<file path="src/rtl/bram_stream_pkg.sv">
// Shared definitions for the BRAM stream reader: read latency, skid FIFO depth and FSM encoding.
// Defining BRAM_REGOUT_EN selects the BRAM output-register configuration (RD_LAT=2, FIFO depth 5).
package bram_stream_pkg;

`ifdef BRAM_REGOUT_EN
  localparam int BRAM_RD_LAT            = 2;
  localparam int BRAM_STREAM_FIFO_DEPTH = 5;
`else
  localparam int BRAM_RD_LAT            = 1;
  localparam int BRAM_STREAM_FIFO_DEPTH = 4;
`endif

  typedef enum logic [1:0] {
    S_IDLE  = 2'd0,
    S_RUN   = 2'd1,
    S_DRAIN = 2'd2,
    S_DONE  = 2'd3
  } state_e;

endpackage

</file>
<file path="src/rtl/stream_fifo.sv">
// Synchronous FIFO with a registered output slot; a push into an empty FIFO is visible the next cycle.
// Output data and valid are held while the slot is full and the consumer stalls.
module stream_fifo #(
  parameter int WIDTH = 33,
  parameter int DEPTH = 4,
  localparam int CNT_W = $clog2(DEPTH + 1)
) (
  input  logic             clk,
  input  logic             rst_n,
  input  logic             push,
  input  logic [WIDTH-1:0] push_data,
  output logic             out_valid,
  output logic [WIDTH-1:0] out_data,
  input  logic             out_ready,
  output logic [CNT_W-1:0] occupancy
);

  // The output slot holds one entry, so the backing store needs one fewer.
  localparam int MEM_DEPTH = DEPTH - 1;
  localparam int PTR_W     = (MEM_DEPTH > 1) ? $clog2(MEM_DEPTH) : 1;

  logic [WIDTH-1:0] mem [MEM_DEPTH];
  logic [PTR_W-1:0] wr_ptr, rd_ptr;
  logic [CNT_W-1:0] mem_count;
  logic             slot_free, mem_empty, load_from_mem, bypass, mem_write;

  function automatic logic [PTR_W-1:0] ptr_inc(input logic [PTR_W-1:0] p);
    return (p == PTR_W'(MEM_DEPTH - 1)) ? '0 : p + PTR_W'(1);
  endfunction

  // NOTE: every signal gets a value before any branch, so no latch can be inferred.
  always_comb begin
    slot_free     = !out_valid || out_ready;
    mem_empty     = (mem_count == '0);
    load_from_mem = slot_free && !mem_empty;
    bypass        = slot_free && mem_empty && push;
    mem_write     = push && !bypass;
  end

  // NOTE: sequential state uses non-blocking assignment so all registers update together.
  always_ff @(posedge clk or negedge rst_n) begin
    if (!rst_n) begin
      out_valid <= 1'b0;
      out_data  <= '0;
      wr_ptr    <= '0;
      rd_ptr    <= '0;
      mem_count <= '0;
    end else begin
      if (load_from_mem) begin
        out_data  <= mem[rd_ptr];
        out_valid <= 1'b1;
        rd_ptr    <= ptr_inc(rd_ptr);
      end else if (bypass) begin
        out_data  <= push_data;
        out_valid <= 1'b1;
      end else if (slot_free) begin
        out_valid <= 1'b0;
      end
      if (mem_write) wr_ptr <= ptr_inc(wr_ptr);
      mem_count <= mem_count + CNT_W'(mem_write) - CNT_W'(load_from_mem);
    end
  end

  // NOTE: storage is not reset; pointers and counts alone define which entries are live.
  always_ff @(posedge clk) begin
    if (mem_write) mem[wr_ptr] <= push_data;
  end

  assign occupancy = mem_count + CNT_W'(out_valid);

endmodule

</file>
<file path="src/rtl/bram_stream_reader.sv">
// Sequential BRAM read master: issues credit-limited reads and streams the words out with m_last.
// Build with BRAM_REGOUT_EN defined when the BRAM output register is enabled.
module bram_stream_reader
  import bram_stream_pkg::*;
#(
  parameter int addr_width = 12
) (
  input  logic                  clk,
  input  logic                  rst_n,
  input  logic                  start,
  input  logic [addr_width-1:0] base_addr,
  input  logic [addr_width:0]   length,
  output logic                  busy,
  output logic                  done,
  output logic                  bram_clken,
  output logic [addr_width-1:0] bram_addr,
  output logic [3:0]            bram_we,
  input  logic [31:0]           bram_data_out,
  output logic                  m_valid,
  output logic [31:0]           m_data,
  output logic                  m_last,
  input  logic                  m_ready
);

  localparam int RD_LAT = BRAM_RD_LAT;
  localparam int DEPTH  = BRAM_STREAM_FIFO_DEPTH;
  localparam int OCC_W  = $clog2(DEPTH + 1);
  localparam int OUT_W  = $clog2(DEPTH + RD_LAT + 2);
  localparam int CW     = addr_width + 1;

  state_e                state;
  logic [CW-1:0]         len_q, issued, delivered;
  logic [addr_width-1:0] next_addr;
  logic [RD_LAT:0]       pipe_vld, pipe_last;
  logic                  issue, issue_last, has_credit, pop, last_pop;
  logic [OCC_W-1:0]      occupancy;
  logic [OUT_W-1:0]      in_flight, outstanding;
  logic [32:0]           fifo_out;
  logic                  fifo_valid;

  assign bram_we  = 4'b0000;
  assign pop      = fifo_valid && m_ready;
  assign last_pop = pop && (delivered == len_q - CW'(1));

  // A slot freed by this cycle's handshake may be reused by this cycle's issue.
  always_comb begin
    in_flight = '0;
    for (int i = 0; i <= RD_LAT; i++) in_flight = in_flight + OUT_W'(pipe_vld[i]);
    outstanding = in_flight + OUT_W'(occupancy);
    has_credit  = outstanding < (OUT_W'(DEPTH) + OUT_W'(pop));
  end

  always_comb begin
    issue      = 1'b0;
    issue_last = 1'b0;
    if (state == S_IDLE) begin
      issue      = start && (length != '0);
      issue_last = (length == CW'(1));
    end else if (state == S_RUN) begin
      issue      = (issued != len_q) && has_credit;
      issue_last = (issued == len_q - CW'(1));
    end
  end

  always_ff @(posedge clk or negedge rst_n) begin
    if (!rst_n) begin
      state      <= S_IDLE;
      busy       <= 1'b0;
      done       <= 1'b0;
      bram_clken <= 1'b0;
      bram_addr  <= '0;
      next_addr  <= '0;
      len_q      <= '0;
      issued     <= '0;
      delivered  <= '0;
    end else begin
      done <= 1'b0;
      if (pop) delivered <= delivered + CW'(1);
      case (state)
        S_IDLE: begin
          if (start) begin
            len_q     <= length;
            delivered <= '0;
            busy      <= 1'b1;
            if (length == '0) begin
              state <= S_DONE;
              done  <= 1'b1;
            end else begin
              // The first read is issued on the accepting edge itself.
              state      <= S_RUN;
              bram_clken <= 1'b1;
              bram_addr  <= base_addr;
              next_addr  <= base_addr + addr_width'(1);
              issued     <= CW'(1);
            end
          end
        end
        S_RUN: begin
          if (issue) begin
            bram_addr <= next_addr;
            next_addr <= next_addr + addr_width'(1);
            issued    <= issued + CW'(1);
          end
          if (issued == len_q) state <= S_DRAIN;
        end
        S_DRAIN: begin
          if (last_pop || (occupancy == '0 && in_flight == '0)) begin
            state      <= S_DONE;
            done       <= 1'b1;
            bram_clken <= 1'b0;
          end
        end
        S_DONE: begin
          busy  <= 1'b0;
          state <= S_IDLE;
        end
        default: state <= S_IDLE;
      endcase
    end
  end

  // Stage 0 is the cycle the address is on the port; stage RD_LAT is the data cycle.
  always_ff @(posedge clk or negedge rst_n) begin
    if (!rst_n) begin
      pipe_vld  <= '0;
      pipe_last <= '0;
    end else begin
      pipe_vld  <= {pipe_vld[RD_LAT-1:0], issue};
      pipe_last <= {pipe_last[RD_LAT-1:0], issue_last};
    end
  end

  stream_fifo #(
    .WIDTH (33),
    .DEPTH (DEPTH)
  ) u_fifo (
    .clk       (clk),
    .rst_n     (rst_n),
    .push      (pipe_vld[RD_LAT]),
    .push_data ({pipe_last[RD_LAT], bram_data_out}),
    .out_valid (fifo_valid),
    .out_data  (fifo_out),
    .out_ready (m_ready),
    .occupancy (occupancy)
  );

  assign m_valid = fifo_valid;
  assign m_data  = fifo_out[31:0];
  assign m_last  = fifo_valid && fifo_out[32];

endmodule

</file>
<file path="config.mk">
export PLATFORM = sky130hd
export DESIGN_NAME = bram_stream_reader
export DESIGN_NICKNAME = d
export VERILOG_FILES = /design/src/rtl/bram_stream_pkg.sv /design/src/rtl/stream_fifo.sv /design/src/rtl/bram_stream_reader.sv
export SDC_FILE = /design/constraint.sdc
export NUM_CORES = 1
export LEC_CHECK = 0
export ABC_AREA = 1
export BUFFER_PORTS_ARGS = -buffer_cell sky130_fd_sc_hd__buf_2
export CORE_MARGIN = 10
export CORE_UTILIZATION = 55
export CTS_BUF_LIST = sky130_fd_sc_hd__clkbuf_8
export DETAILED_ROUTE_END_ITERATION = 8
export PLACE_DENSITY = 0.75
export SLEW_MARGIN = 20
export SYNTH_ARGS = -nofsm -noshare
export SYNTH_HDL_FRONTEND = slang
export SYNTH_HIERARCHICAL = 1
export SYNTH_SLANG_ARGS = --single-unit
</file>
<file path="constraint.sdc">
create_clock -name clk -period 3.4 [get_ports clk]
set_input_delay 0.34 -clock clk [delete_from_list [all_inputs] [get_ports clk]]
set_output_delay 0.34 -clock clk [all_outputs]
set_load 0.01 [all_outputs]
</file>
* After elaboration in Yosys (flattened, before gate mapping) *
Memories as Yosys holds them, arrays and structs flattened.
Cells that the tools add are included.

word-level totals
  memories kept = 1
  register bits = 113
  bits in writable memories = 99
  input port bits = 61

cells by class
  multiplexer cells = 43
  $add $sub $neg = 13
  equal/unequal tests = 15
  magnitude comparators = 1
  reduce and logical (&&, ||, !) cells = 31

memory list
  memory      words  bits a word  rd ports  clocked after Yosys merged registers in  write ports  RTL line           source
  u_fifo.mem  3      33           1         0                                        1            stream_fifo.sv:22  logic [WIDTH-1:0] mem [MEM_DEPTH];

operators with widths
  cell                   count
  $mux 13                6
  $mux 12                6
  $mux 33                2
  $pmux 12 s2            2
  $eq 13x13->1           3
  $add 13x1->13 const B  2
  $pmux 13 s2            1
  $add 12x1->12 const B  2
  $mux 1                 16
  $eq 13x1->1 const B    1
  $logic_not 13->1       1
  $ne 13x13->1           1
  $reduce_bool 13->1     1
  $sub 13x1->13 const B  1
  $mux 2                 6
  $logic_and 1x1->1      10
  $logic_not 3->1        3
  $eq 2x2->1 const B     4
  $ne 2x2->1 const B     4
  $pmux 2 s4             1
  $reduce_and 4->1       2
  $reduce_bool 2->1      4
  $add 3x1->3            2
  $pmux 1 s2             3
  14 further kinds       19

* Depth between registers and ports, before layout *
Gate-level depths: netlist of the first run.

  depth after elaboration = 8
  mapped depth = 16

* By module *
Netlist of the first run, hierarchy kept.

modules (own cells, without submodules)
  module              instances  cells each  area an instance (µm²)
  stream_fifo         1          521         5,829.3
  bram_stream_reader  1          608         4,526.8

* Least setup slack after synthesis of the first run *
OpenSTA, ideal clock, no wires.

  path kind = register -> register
  from = register u_fifo.out_valid
  to = memory u_fifo.mem[2][0] (enable)
  arrival time = 3.057 ns
  path slack = -0.122 ns
  stages on the path, launching flop included = 5
  path buffers = 0
  setup time = 0.464 ns
  period minus slack after synthesis = 3.522 ns
  path through = dfrtp_1 nand2_1 nand3_1 nand2_1 nor3_1

between the ends
  word-level cells in the longest chain between the ends = 8

ends and longest elaborated chain
  what                            RTL line           source
  start, declared                 stream_fifo.sv:12  output logic out_valid,
  start signal, assigned          stream_fifo.sv:43  out_valid <= 1'b0;
  start signal, assigned          stream_fifo.sv:51  out_valid <= 1'b1;
  start signal, assigned          stream_fifo.sv:55  out_valid <= 1'b1;
  $logic_not 1->1                 stream_fifo.sv:33  slot_free = !out_valid || out_ready;
  $logic_or 1x1->1                stream_fifo.sv:33
  $logic_and 1x1->1 (2 in a row)  stream_fifo.sv:36  bypass = slot_free && mem_empty && push;
  $logic_not 1->1                 stream_fifo.sv:37  mem_write = push && !bypass;
  $logic_and 1x1->1               stream_fifo.sv:37
  $mux 1                          stream_fifo.sv:66  if (mem_write) mem[wr_ptr] <= push_data;
  $mux 1 (not written as such)    stream_fifo.sv:66
  end, declared                   stream_fifo.sv:22

Every way passes these cells.

* Worst setup path after layout of the first run *
  from = register u_fifo.out_valid
  to = register bram_addr[7]

between the ends
  word-level cells in the longest chain between the ends = 8

ends and longest elaborated chain
  what                               RTL line                   source
  $add 3x1->3                        stream_fifo.sv:69          assign occupancy = mem_count + CNT_W'(out_valid);
  net occupancy[1]                   bram_stream_reader.sv:36   logic [OCC_W-1:0] occupancy;
  $add 2x3->3                        bram_stream_reader.sv:49   outstanding = in_flight + OUT_W'(occupancy);
  $lt 3x3->1                         bram_stream_reader.sv:50   has_credit = outstanding < (OUT_W'(DEPTH) + OUT_W'(pop));
  $logic_and 1x1->1                  bram_stream_reader.sv:60   issue = (issued != len_q) && has_credit;
  $mux 1                             bram_stream_reader.sv:59   end else if (state == S_RUN) begin
  $mux 1                             bram_stream_reader.sv:56   if (state == S_IDLE) begin
  $ne 2x2->1 (no source line)        n/a
  $reduce_and 4->1 (no source line)  n/a
  end signal, assigned               bram_stream_reader.sv:92   bram_addr <= base_addr;
  end signal, assigned               bram_stream_reader.sv:100  bram_addr <= next_addr;
  end, declared                      bram_stream_reader.sv:16   output logic [addr_width-1:0] bram_addr,

The timed path passes the listed nets, and every way through them passes these cells.
A chain may end at the register's enable or synchronous reset.

==> results.json, run 1 <==
{
  "outcome": "completed",
  "critical_path_arrival_ps": 3280,
  "synth_async_sr_flop_share_pct": 53.3,
  "placedCellCount": 1448,
  "fin_worst_skew_ps": 27.5,
  "setup_viol": 0,
  "postSynthRegisterBits": 212,
  "dpl_hpwl_mm": 15.6,
  "cts.sink_count": 212,
  "maximum_fanout_encountered_on_the_critical_timing_path": 23,
  "synth_top_cell_by_area": "edfxtp_1",
  "peakVddDrop_uv": 603,
  "final_hold_vios": 0,
  "root_buffer": "clkbuf_8",
  "cts_resized": 0,
  "drt_pass1_iterations": 5,
  "postRouteWirelength_mm": 23.2,
  "clk_pin_slew_ps": 60,
  "worst_setup_path_start": "u_fifo/out_valid",
  "drv.max_cap_violation_count": 0,
  "worstSetupStartpointType": "flop",
  "power.density_cell_area_mw_per_mm2": 895,
  "seqPwrFrac_pct": 37.8,
  "ys.flop_type": "dfrtp_1",
  "detailedPlace.worstSlack_ps": 490,
  "grt_setup_unrepaired": "false",
  "stdcell_count": 1514,
  "final.min_clock_period_ps": 2910,
  "die_area_sq_mm": 0.0247,
  "synth_enable_flop_cells": 99,
  "comb_power_share_pct": 40.9,
  "h-tree-depth": 2,
  "gp_congestion": 0.844,
  "seq_area_frac_synth_pct": 56.0,
  "post_synth_inst_count": 1129,
  "drive_gt1_share_pct": 17.6,
  "power.net_switching_mw": 4.30,
  "synth.most_common_cell": "nand2_1",
  "tritoncts": "built",
  "worst-setup-path-type": "flop to flop",
  "route.detailed.wl_per_inst_um": 15.3,
  "report.final.slew_viol_count": 0,
  "clk_latency_worst_skew_pair_ps": 530,
  "synth_top_area_share_pct": 28.7,
  "hold_path.class": "input port to flop",
  "vias": 7842,
  "layout_worst_path_cycle_share_pct": 85.6,
  "core_area_sq_mm": 0.0186,
  "fp-row-count": 50,
  "number_of_antenna_violations_at_the_first_check_in_global_routing": 1,
  "cts_made_buffers": 36,
  "total_leakage_power_nw": 5.35,
  "area.growth.synth_to_final_pct": 14.0,
  "clkPwrFrac_pct": 21.2,
  "initial_core_util_pct": 55.6,
  "max_freq_ghz": 0.343,
  "grt_start_max_net_pins": 66,
  "die-width_um": 157,
  "cts-root-to-sink-buffers": 3,
  "synth.cells.most_frequent": "367 x nand2_1, 113 x dfrtp_1, 100 x nor2_1",
  "synth.area.top_cells": "edfxtp_1 29%, dfrtp_1 27%, nand2_1 13%",
  "die_h_um": 157,
  "syn_area_sq_mm": 0.0104,
  "setup_tns_ps": 0,
  "drcViolationCount": 0,
  "syn_avg_cell_area_sq_um": 9.17,
  "dr_iter_0_viols": 456,
  "post_cts_setup_repair_bufs": 0,
  "grt_overflow": 0,
  "number_of_input_and_output_port_buffers_inserted": 109,
  "cts.hold.buffers_added": 1,
  "io_pins": 114,
  "final_nets": 1331,
  "timing.slew.headroom_pct": 40.2,
  "count_of_nets_left_with_antenna_violations_after_detail_routing": 0,
  "grt_pass1_wl_mm": 38.5,
  "yosysUniqueCellTypes": 46,
  "vias_in_the_first_global_route": 7864,
  "worst_slew_pin_slew_ps": 894,
  "worstHoldStart": "bram_data_out[12]",
  "yosys_warnings": 6,
  "setup.worst_path.end_class": "flop",
  "grt_resource_usage_total_pct": 19.2,
  "worstPathRequired_ps": 3770,
  "switching_share_pct": 40.7,
  "avgViaCountPerCell": 5.18,
  "r2r_start": "u_fifo/out_valid",
  "final.setup.worst_slack_ps": 489,
  "cellInternalPower_mw": 6.26,
  "min_hold_slack_ps": 26.3
}
[layout make-up]
cell class	count	area, sq um
Inverter	84	318
Antenna cell	1	2.50
Tap cell	234	293
Sequential cell	212	5800
Clock buffer	40	551
Fill cell	1603	6840
Clock inverter	24	156
Timing Repair Buffer	126	691
Multi-Input combinational cell	793	4000
[layer usage]
layer	vias up	GRT usage, %	part of all wire [%]	wire [um]
met1	3664	23.4	42	9780
met2	208	32.9	49	11500
met3	38	4.31	6.4	1480
met4	0	6.46	2.1	479
met5	-	0	0	0
li1	3932	-	-	-
[worst max-delay path, stage by stage (launching register included)]
cell	delay [ps]
dfrtp_1	430
ha_1	240
ha_1	290
inv_1	60
fa_1	530
inv_1	40
o31ai_1	220
nand3_1	120
nand2_2	360
inv_2	270
nand2_1	110
o21ai_0	80
[per-stage QoR]
step | utilization [%] | cell area (sq um) | total power [mW]
detailed placement | 59.5 | 11100 | 8.39
finish | 63.3 | 11800 | 10.6
CTS | 63.3 | 11800 | 10.7
global route | 63.3 | 11800 | 11.5
floorplan | - | 10400 | 7.20
global placement | 59.5 | 11100 | 8.26
[cells by family after synthesis]
kind of cell | share of synthesized area (%)
fa+ha+maj | 2.20
simple gates | 25.2
buf+inv | 5.79
compound gates | 7.06
xor+xnor | 3.71
flops | 56.0
other cells | 0.0362
[state kept, by name, indices dropped and copies added, names as in the netlist]
signal	count
pipe_last	2
u_fifo/mem	99
u_fifo/mem_count	3
busy	1
state	2
u_fifo/out_data	33
u_fifo/out_valid	1
delivered	13
issued	13
u_fifo/rd_ptr	2
next_addr	12
done	1
len_q	13
u_fifo/wr_ptr	2
pipe_vld	2
bram_clken	1
bram_addr	12
[path summary, 6_finish.rpt]
path	endpoint	slack, ps	depth (start not counted)
setup / recovery	bram_addr[7]	490	11
hold / removal	u_fifo/mem[0][12]	30	1
setup reg to reg	bram_addr[7]	490	11
hold reg to reg	pipe_last[1]	350	0
max in group asynchronous	issued[8]	2040	3
min in group asynchronous	u_fifo/out_data[19]	450	2
[cell usage in the layout, fill, tap and decap left out, types with 16 or more instances in the layout]
cell | Yosys | routed
a21oi_1 | 25 | 25
xnor2_1 | 22 | 22
buf_4 | 10 | 16
a21boi_0 | 16 | 16
clkbuf_8 | 0 | 40
nand2_1 | 367 | 366
nand3_1 | 61 | 61
edfxtp_1 | 99 | 99
dfrtp_1 | 113 | 113
buf_2 | 18 | 108
nor2_1 | 100 | 98
inv_1 | 76 | 84
o21ai_0 | 51 | 51
xor2_1 | 20 | 20
[power groups by stage]
stage          registers [mW]  clock network, mW  logic [mW]
3_3_place_gp             4.03                  0        4.23
6_report                 4.00               2.24        4.32
5_1_grt                  4.09               2.43        4.96
3_5_place_dp             4.04                  0        4.34
4_1_cts                  4.00               2.31        4.39
2_1_floorplan            4.05                  0        3.15
Note: power is estimated with default switching activity, not from simulation.
==> inputs of run 2 (changes only) <==
- PLACE_DENSITY: 0.75 -> 0.74
- REMOVE_ABC_BUFFERS: not set -> 1
- SYNTH_HIERARCHICAL: 1 -> not set
==> run 2 against run 1 <==
Effect of this change: first-iteration DRC count shrank 24%; routed wire length is 3.4% lower; global-route usage down 1.0 points; highest routed layer unchanged.
==> results.json, run 2 <==
{
  "outcome": "completed",
  "drcViolationCount": 0,
  "clk_pin_slew_ps": 70,
  "final_nets": 1268,
  "final.min_clock_period_ps": 2700,
  "cts.hold.buffers_added": 1,
  "postLayoutCoreUtil_pct": 62.4,
  "most_common_cell_after_layout_fill_and_taps_aside": "nand2_1",
  "yosys_warnings": 0,
  "cts_made_buffers": 36,
  "cts_resized": 0,
  "timing.reg2reg.setup_slack_ps": 700,
  "synth_top_family_by_area": "simple AND/OR/NAND/NOR gates",
  "report.final.slew_viol_count": 0,
  "critical_path.endpoint": "next_addr[9]",
  "cts-root-to-sink-buffers": 3,
  "commonest_cells_after_routing_fill_and_taps_aside": "312 x nand2_1, 124 x inv_1, 113 x dfrtp_1, 108 x buf_2, 99 x edfxtp_1",
  "vias_in_the_first_global_route": 7544,
  "fp-row-count": 50,
  "cts.sink_count": 212,
  "fillerInstances": 1515,
  "reg2reg_depth": 11,
  "placedCellCount": 1385,
  "layout_worst_path_cycle_share_pct": 79.5,
  "area.growth.synth_to_final_pct": 11.3,
  "seq_area_frac_synth_pct": 55.3,
  "avgViaCountPerCell": 5.18,
  "grt_overflow": 0,
  "grt_pass1_wl_mm": 36.9,
  "synth.most_common_cell": "nand2_1",
  "drv.max_cap_violation_count": 0,
  "largest_register_ff_count": 99,
  "syn_area_sq_mm": 0.0105,
  "die_h_um": 158,
  "postSynthRegisterBits": 212,
  "gp_congestion": 0.866,
  "timing.slew.headroom_pct": 39.6,
  "crit_slowest_cell": "fa_1",
  "peakVddDrop_uv": 430,
  "routed-wl-met2_mm": 10.8,
  "worst-setup-path-type": "flop to flop",
  "dr_iter_0_viols": 347,
  "synth.cells.most_frequent": "312 x nand2_1, 113 x dfrtp_1, 107 x inv_1",
  "fin_worst_skew_ps": 28.0,
  "yosys-mux-area-fraction_pct": 0.203,
  "synth_top_cell_by_area": "edfxtp_1",
  "synthSimpleGateAreaFrac_pct": 21.6,
  "stdcell_count": 1453,
  "postRouteWirelength_mm": 22.4,
  "route.detailed.wl_per_inst_um": 15.4,
  "worstSetupStartpointType": "flop",
  "die-width_um": 158,
  "h-tree-depth": 2,
  "dpl_hpwl_mm": 14.9,
  "wirelength_met1_mm": 9.64,
  "syn_avg_cell_area_sq_um": 9.52,
  "root_buffer": "clkbuf_8",
  "setup_tns_ps": 0,
  "final_hold_vios": 0,
  "tritoncts": "built",
  "critical_path_arrival_ps": 3140,
  "synth_top_area_share_pct": 28.3,
  "maximum_fanout_encountered_on_the_critical_timing_path": 24,
  "post_cts_setup_repair_bufs": 0,
  "initial_core_util_pct": 56.1,
  "cpPeakStageDelay_ps": 430,
  "setup_viol": 0,
  "clk_latency_worst_skew_pair_ps": 530,
  "worstPathCellList": "ha_1, ha_1, inv_1, fa_1, xor2_1, nand2_1, nand3b_4, nand2_4, buf_4, nand2_1, o21ai_1",
  "synth_xor_xnor_area_share_pct": 3.84,
  "synth_async_sr_flop_share_pct": 53.3,
  "layout_top_registers": "u_fifo.mem: 99 flops, u_fifo.out_data: 33 flops",
  "synth.area.top_cells": "edfxtp_1 28%, dfrtp_1 27%, nand2_1 11%",
  "io_pins": 114,
  "die_area_sq_mm": 0.0250,
  "worstReg2RegEnd": "next_addr[9]",
  "grt_setup_unrepaired": "false",
  "power.density_cell_area_mw_per_mm2": 896,
  "max_freq_ghz": 0.370,
  "drive_gt1_share_pct": 19.8,
  "synth_compound_area_share_pct": 7.86,
  "detailedPlace.worstSlack_ps": 731,
  "grt_start_max_net_pins": 70,
  "worst_slew_pin_slew_ps": 903,
  "number_of_input_and_output_port_buffers_inserted": 109,
  "r2r_start": "u_fifo.out_valid",
  "setup.worst_path.end_class": "flop",
  "post_synth_inst_count": 1102,
  "synth_fa_ha_area_share_pct": 2.17,
  "worst_setup_path_start": "u_fifo.out_valid",
  "met3RoutedLength_mm": 1.42,
  "synth_enable_flop_cells": 99,
  "core_area_sq_mm": 0.0187,
  "hold_path.class": "input port to flop",
  "grt_resource_usage_total_pct": 18.2,
  "worstPathRequired_ps": 3840,
  "ys.flop_type": "dfrtp_1",
  "count_of_nets_left_with_antenna_violations_after_detail_routing": 0,
  "number_of_antenna_violations_at_the_first_check_in_global_routing": 1,
  "yosysUniqueCellTypes": 45,
  "final.setup.worst_slack_ps": 696,
  "drt_pass1_iterations": 6,
  "highest_metal_layer_used_by_the_detailed_router": "met4",
  "vias": 7531,
  "total_leakage_power_nw": 5.20,
  "largest-register": "u_fifo.mem"
}
## run 2: final cells by class
type                    instances  area [sq um]  share of cell area, %
inverters                     110           415                   3.56
clock inverters                25           140                   1.20
multi-input cells             707          3790                   32.5
well taps                     234           293                   2.51
repair buffers                123           668                   5.72
flip-flops and latches        212          5800                   49.7
clock buffers                  41           564                   4.83
diodes                          1          2.50                 0.0214
## run 2: cells by family (layout without fill, tap and decap cells)
kind of cell    Yosys count  count (layout)
compound gates          128             128
xor+xnor                 46              46
fa+ha+maj                17              17
buf+inv                 186             299
flops                   212             212
mux                       2               2
other cells               1               5
simple gates            510             510
## run 2: critical path, delay by kind of cell (launching register included)
family | cells | cell delay (ps)
adders and majority gates | 3 | 940
xor gates and xnor gates | 1 | 170
buffers and inverters | 2 | 390
DFF | 1 | 420
and+or+nand+nor | 4 | 570
AOI/OAI and AO/OA | 1 | 120
## run 2: worst min-delay path by stage
stage / from / end / slack (ps) / cells after the start
final: length[11] / len_q[11] / 30 / 3
after global routing: bram_data_out[23] / u_fifo.mem[2][23] / 8 / 1
after CTS: length[11] / len_q[11] / 2 / 3
after detailed placement: pipe_last[0] / pipe_last[1] / 350 / 0
after global placement: pipe_last[0] / pipe_last[1] / 330 / 0
after floorplan: rst_n / bram_addr[0] / 40 / 0
## run 2: report_power, final
part	internal [mW]	switching, mW
clock network	1.19	1.01
registers	3.49	0.474
logic	1.50	2.80
total	6.18	4.28
## run 2: through the flow
stage	cell area (sq um)	total power, mW	hold slack (ps)
2_1_floorplan	9970	6.97	44.4
3_3_place_gp	11000	8.22	334
3_5_place_dp	11000	8.34	346
4_1_cts	11700	10.6	1.62
5_1_grt	11700	11.4	7.95
6_report	11700	10.5	26.5
## run 2: metal layers
metal / vias to the layer above / track usage, %
met5: - / 0
met4: 0 / 6.48
met3: 46 / 4.18
met2: 195 / 30.6
met1: 3507 / 22.4
li1: 3783 / -
==> inputs of run 3 (changes only) <==
- ABC_AREA: 1 -> 0
- CORE_UTILIZATION: 55 -> 61
- PLACE_DENSITY: 0.74 -> 0.79
- clock period: 3.4 -> 2.6 ns (I/O delays scaled with it)
==> run 3 against run 2 <==
Effect of this change: the run now ends with setup timing left; register-to-register slack got worse by 750 ps; final area rose by 9.3%; highest routed layer unchanged; clock-buffer cell count fell by 2; global-route usage rose by 2.7 points; synthesized area fell by 1.0%.
==> results.json, run 3 <==
{
  "wirelength_met1_mm": 9.87,
  "synth_async_sr_flop_share_pct": 53.3,
  "largest-register": "u_fifo.mem",
  "seq_area_frac_synth_pct": 55.9,
  "antenna_cells": 0,
  "worstPathCellList": "ha_1, ha_1, inv_1, fa_2, nand3b_1, a21oi_2, o21ai_4, and2_4, clkinv_4, buf_4, buf_6, o22ai_2, a21oi_2",
  "synth_enable_flop_cells": 99,
  "worstHoldStart": "base_addr[10]",
  "syn_area_sq_mm": 0.0104,
  "die_h_um": 150,
  "final_hold_vios": 0,
  "highest_metal_layer_used_by_the_detailed_router": "met4",
  "peakVddDrop_uv": 594,
  "power_mw": 14.0,
  "gp_congestion": 0.874,
  "layout_top_registers": "u_fifo.mem: 99 flops, u_fifo.out_data: 33 flops",
  "grt_setup_unrepaired": "true",
  "cts-root-to-sink-buffers": 3,
  "dr_iter_0_viols": 398,
  "most_common_cell_after_layout_fill_and_taps_aside": "nor2_1",
  "fp-row-count": 47,
  "vias": 7783,
  "crit_slowest_cell": "fa_2",
  "synth.cells.most_frequent": "137 x nor2_1, 126 x a21oi_1, 113 x dfrtp_1",
  "clk_latency_worst_skew_pair_ps": 520,
  "synth.area.top_cells": "edfxtp_1 29%, dfrtp_1 27%, a21oi_1 6.1%",
  "drcViolationCount": 0,
  "worstPathRequired_ps": 3000,
  "post_synth_inst_count": 992,
  "hold_path.class": "input port to flop",
  "clk_pin_slew_ps": 60,
  "yosys_warnings": 0,
  "h-tree-depth": 2,
  "drv.max_cap_violation_count": 0,
  "met3RoutedLength_mm": 1.40,
  "fillerInstances": 1064,
  "timing.slew.headroom_pct": 31.3,
  "multi_input_area_sq_mm": 0.00434,
  "dpl_hpwl_mm": 15.3,
  "setup_viol": 10,
  "grt_start_max_net_pins": 70,
  "postSynthRegisterBits": 212,
  "power.density_cell_area_mw_per_mm2": 1100,
  "setup.worst_path.end_class": "flop",
  "core_area_sq_mm": 0.0166,
  "max_freq_ghz": 0.377,
  "worstSetupStartpointType": "flop",
  "layout_worst_path_cycle_share_pct": 102,
  "postRouteWirelength_mm": 23.9,
  "final.min_clock_period_ps": 2650,
  "cts_made_buffers": 35,
  "synth.most_common_cell": "nor2_1",
  "r2r_start": "u_fifo.mem_count[0]",
  "yosysUniqueCellTypes": 67,
  "fin_worst_skew_ps": 21.3,
  "register_area_sq_mm": 0.00580,
  "root_buffer": "clkbuf_8",
  "syn_avg_cell_area_sq_um": 10.5,
  "initial_core_util_pct": 62.4,
  "worst-setup-path-type": "flop to flop",
  "avgViaCountPerCell": 5.54,
  "number_of_input_and_output_port_buffers_inserted": 109,
  "die-width_um": 150,
  "area.growth.synth_to_final_pct": 23.0,
  "cpPeakStageDelay_ps": 430,
  "routed-wl-met2_mm": 12.1,
  "ys.flop_type": "dfrtp_1",
  "report.final.slew_viol_count": 0,
  "number_of_antenna_violations_at_the_first_check_in_global_routing": 0,
  "count_of_nets_left_with_antenna_violations_after_detail_routing": 0,
  "final.setup.worst_slack_ps": -49.5,
  "route.detailed.wl_per_inst_um": 17.0,
  "io_pins": 114,
  "maximum_fanout_encountered_on_the_critical_timing_path": 6,
  "synth_top_cell_by_area": "edfxtp_1",
  "drt_pass1_iterations": 5,
  "worst_setup_path_start": "u_fifo.mem_count[0]",
  "largest_register_ff_count": 99,
  "grt_pass1_wl_mm": 38.7,
  "final_nets": 1238,
  "vias_in_the_first_global_route": 7889,
  "grt_resource_usage_total_pct": 20.8,
  "worst_slew_pin_slew_ps": 1030,
  "setup_tns_ps": -167,
  "grt_overflow": 0,
  "commonest_cells_after_routing_fill_and_taps_aside": "132 x nor2_1, 116 x a21oi_1, 111 x dfrtp_1, 108 x buf_2, 99 x edfxtp_1",
  "cts.sink_count": 212,
  "total_leakage_power_nw": 5.30,
  "critical_path_arrival_ps": 3050,
  "die_area_sq_mm": 0.0226,
  "drive_gt1_share_pct": 24.5,
  "outcome": "finished, violations left",
  "failed_checks": "setup timing",
  "detailedPlace.worstSlack_ps": -187,
  "tritoncts": "built",
  "synth_top_area_share_pct": 28.6
}
-- run 3: cells by family after synthesis --
family	after synthesis	share of synthesized area, %
AND/OR/NAND/NOR	318	14.0
AO/OA/AOI/OAI	214	11.9
flip-flops	212	55.9
buffers and inverters	117	5.90
XOR/XNOR	68	5.74
multiplexers	45	4.39
adder cells (fa/ha/maj)	17	2.19
other	1	0.0361
-- run 3: worst max-delay path, delay by kind of cell (launching register included) --
kind / cells / cell delay (ps)
flops: 1 / 380
fa+ha+maj: 3 / 930
simple gates: 2 / 380
buf+inv: 4 / 420
compound gates: 4 / 400
-- run 3: area by class of cell --
| class | instances | area share, % |
|---|---|---|
| Clock inverter | 24 | 0.784 |
| Sequential cell | 212 | 45.5 |
| Tap cell | 220 | 2.16 |
| Multi-Input combinational cell | 666 | 34.0 |
| Inverter | 27 | 0.833 |
| Timing Repair Buffer | 218 | 12.5 |
| Clock buffer | 39 | 4.21 |
-- run 3: final timing paths --
| kind | end | slack [ps] | cells after the start |
|---|---|---|---|
| min in group asynchronous | issued[3] | 270 | 2 |
| min | bram_addr[10] | 80 | 3 |
| min reg2reg | pipe_last[1] | 350 | 0 |
| max | next_addr[2] | -50 | 13 |
| max in group asynchronous | issued[9] | 1550 | 3 |
| max reg2reg | next_addr[2] | -50 | 13 |
-- run 3: power breakdown --
group          leakage [nW]  internal (mW)  switching [mW]
combinational          2.64           2.74            3.45
sequential             2.28           4.46           0.694
clock                 0.382           1.38            1.29
total                  5.30           8.57            5.43
-- run 3: metrics by stage --
step,hold WS [ps],util (%),instances,area (sq um)
after global placement,279,67.4,1288,11200
final,79.1,76.7,1406,12800
after CTS,68.0,74.8,1402,12400
after floorplan,-35.6,-,905,9880
after global routing,89.5,76.7,1406,12800
after detailed placement,279,67.4,1288,11200
-- run 3: metal layers --
metal	track usage, %	up-vias
li1	-	3776
met1	25.2	3733
met2	35.8	222
met3	4.74	52
met4	7.19	0
met5	0	-
-- run 3: repair_timing --
action	in CTS	in global routing
gates resized for setup	28	70
cloned	1	0
endpoints found under the hold margin	146	0
setup endpoints to repair	36	39
buffers inserted	4	5
pin swaps	9	36
hold buffers	46	0
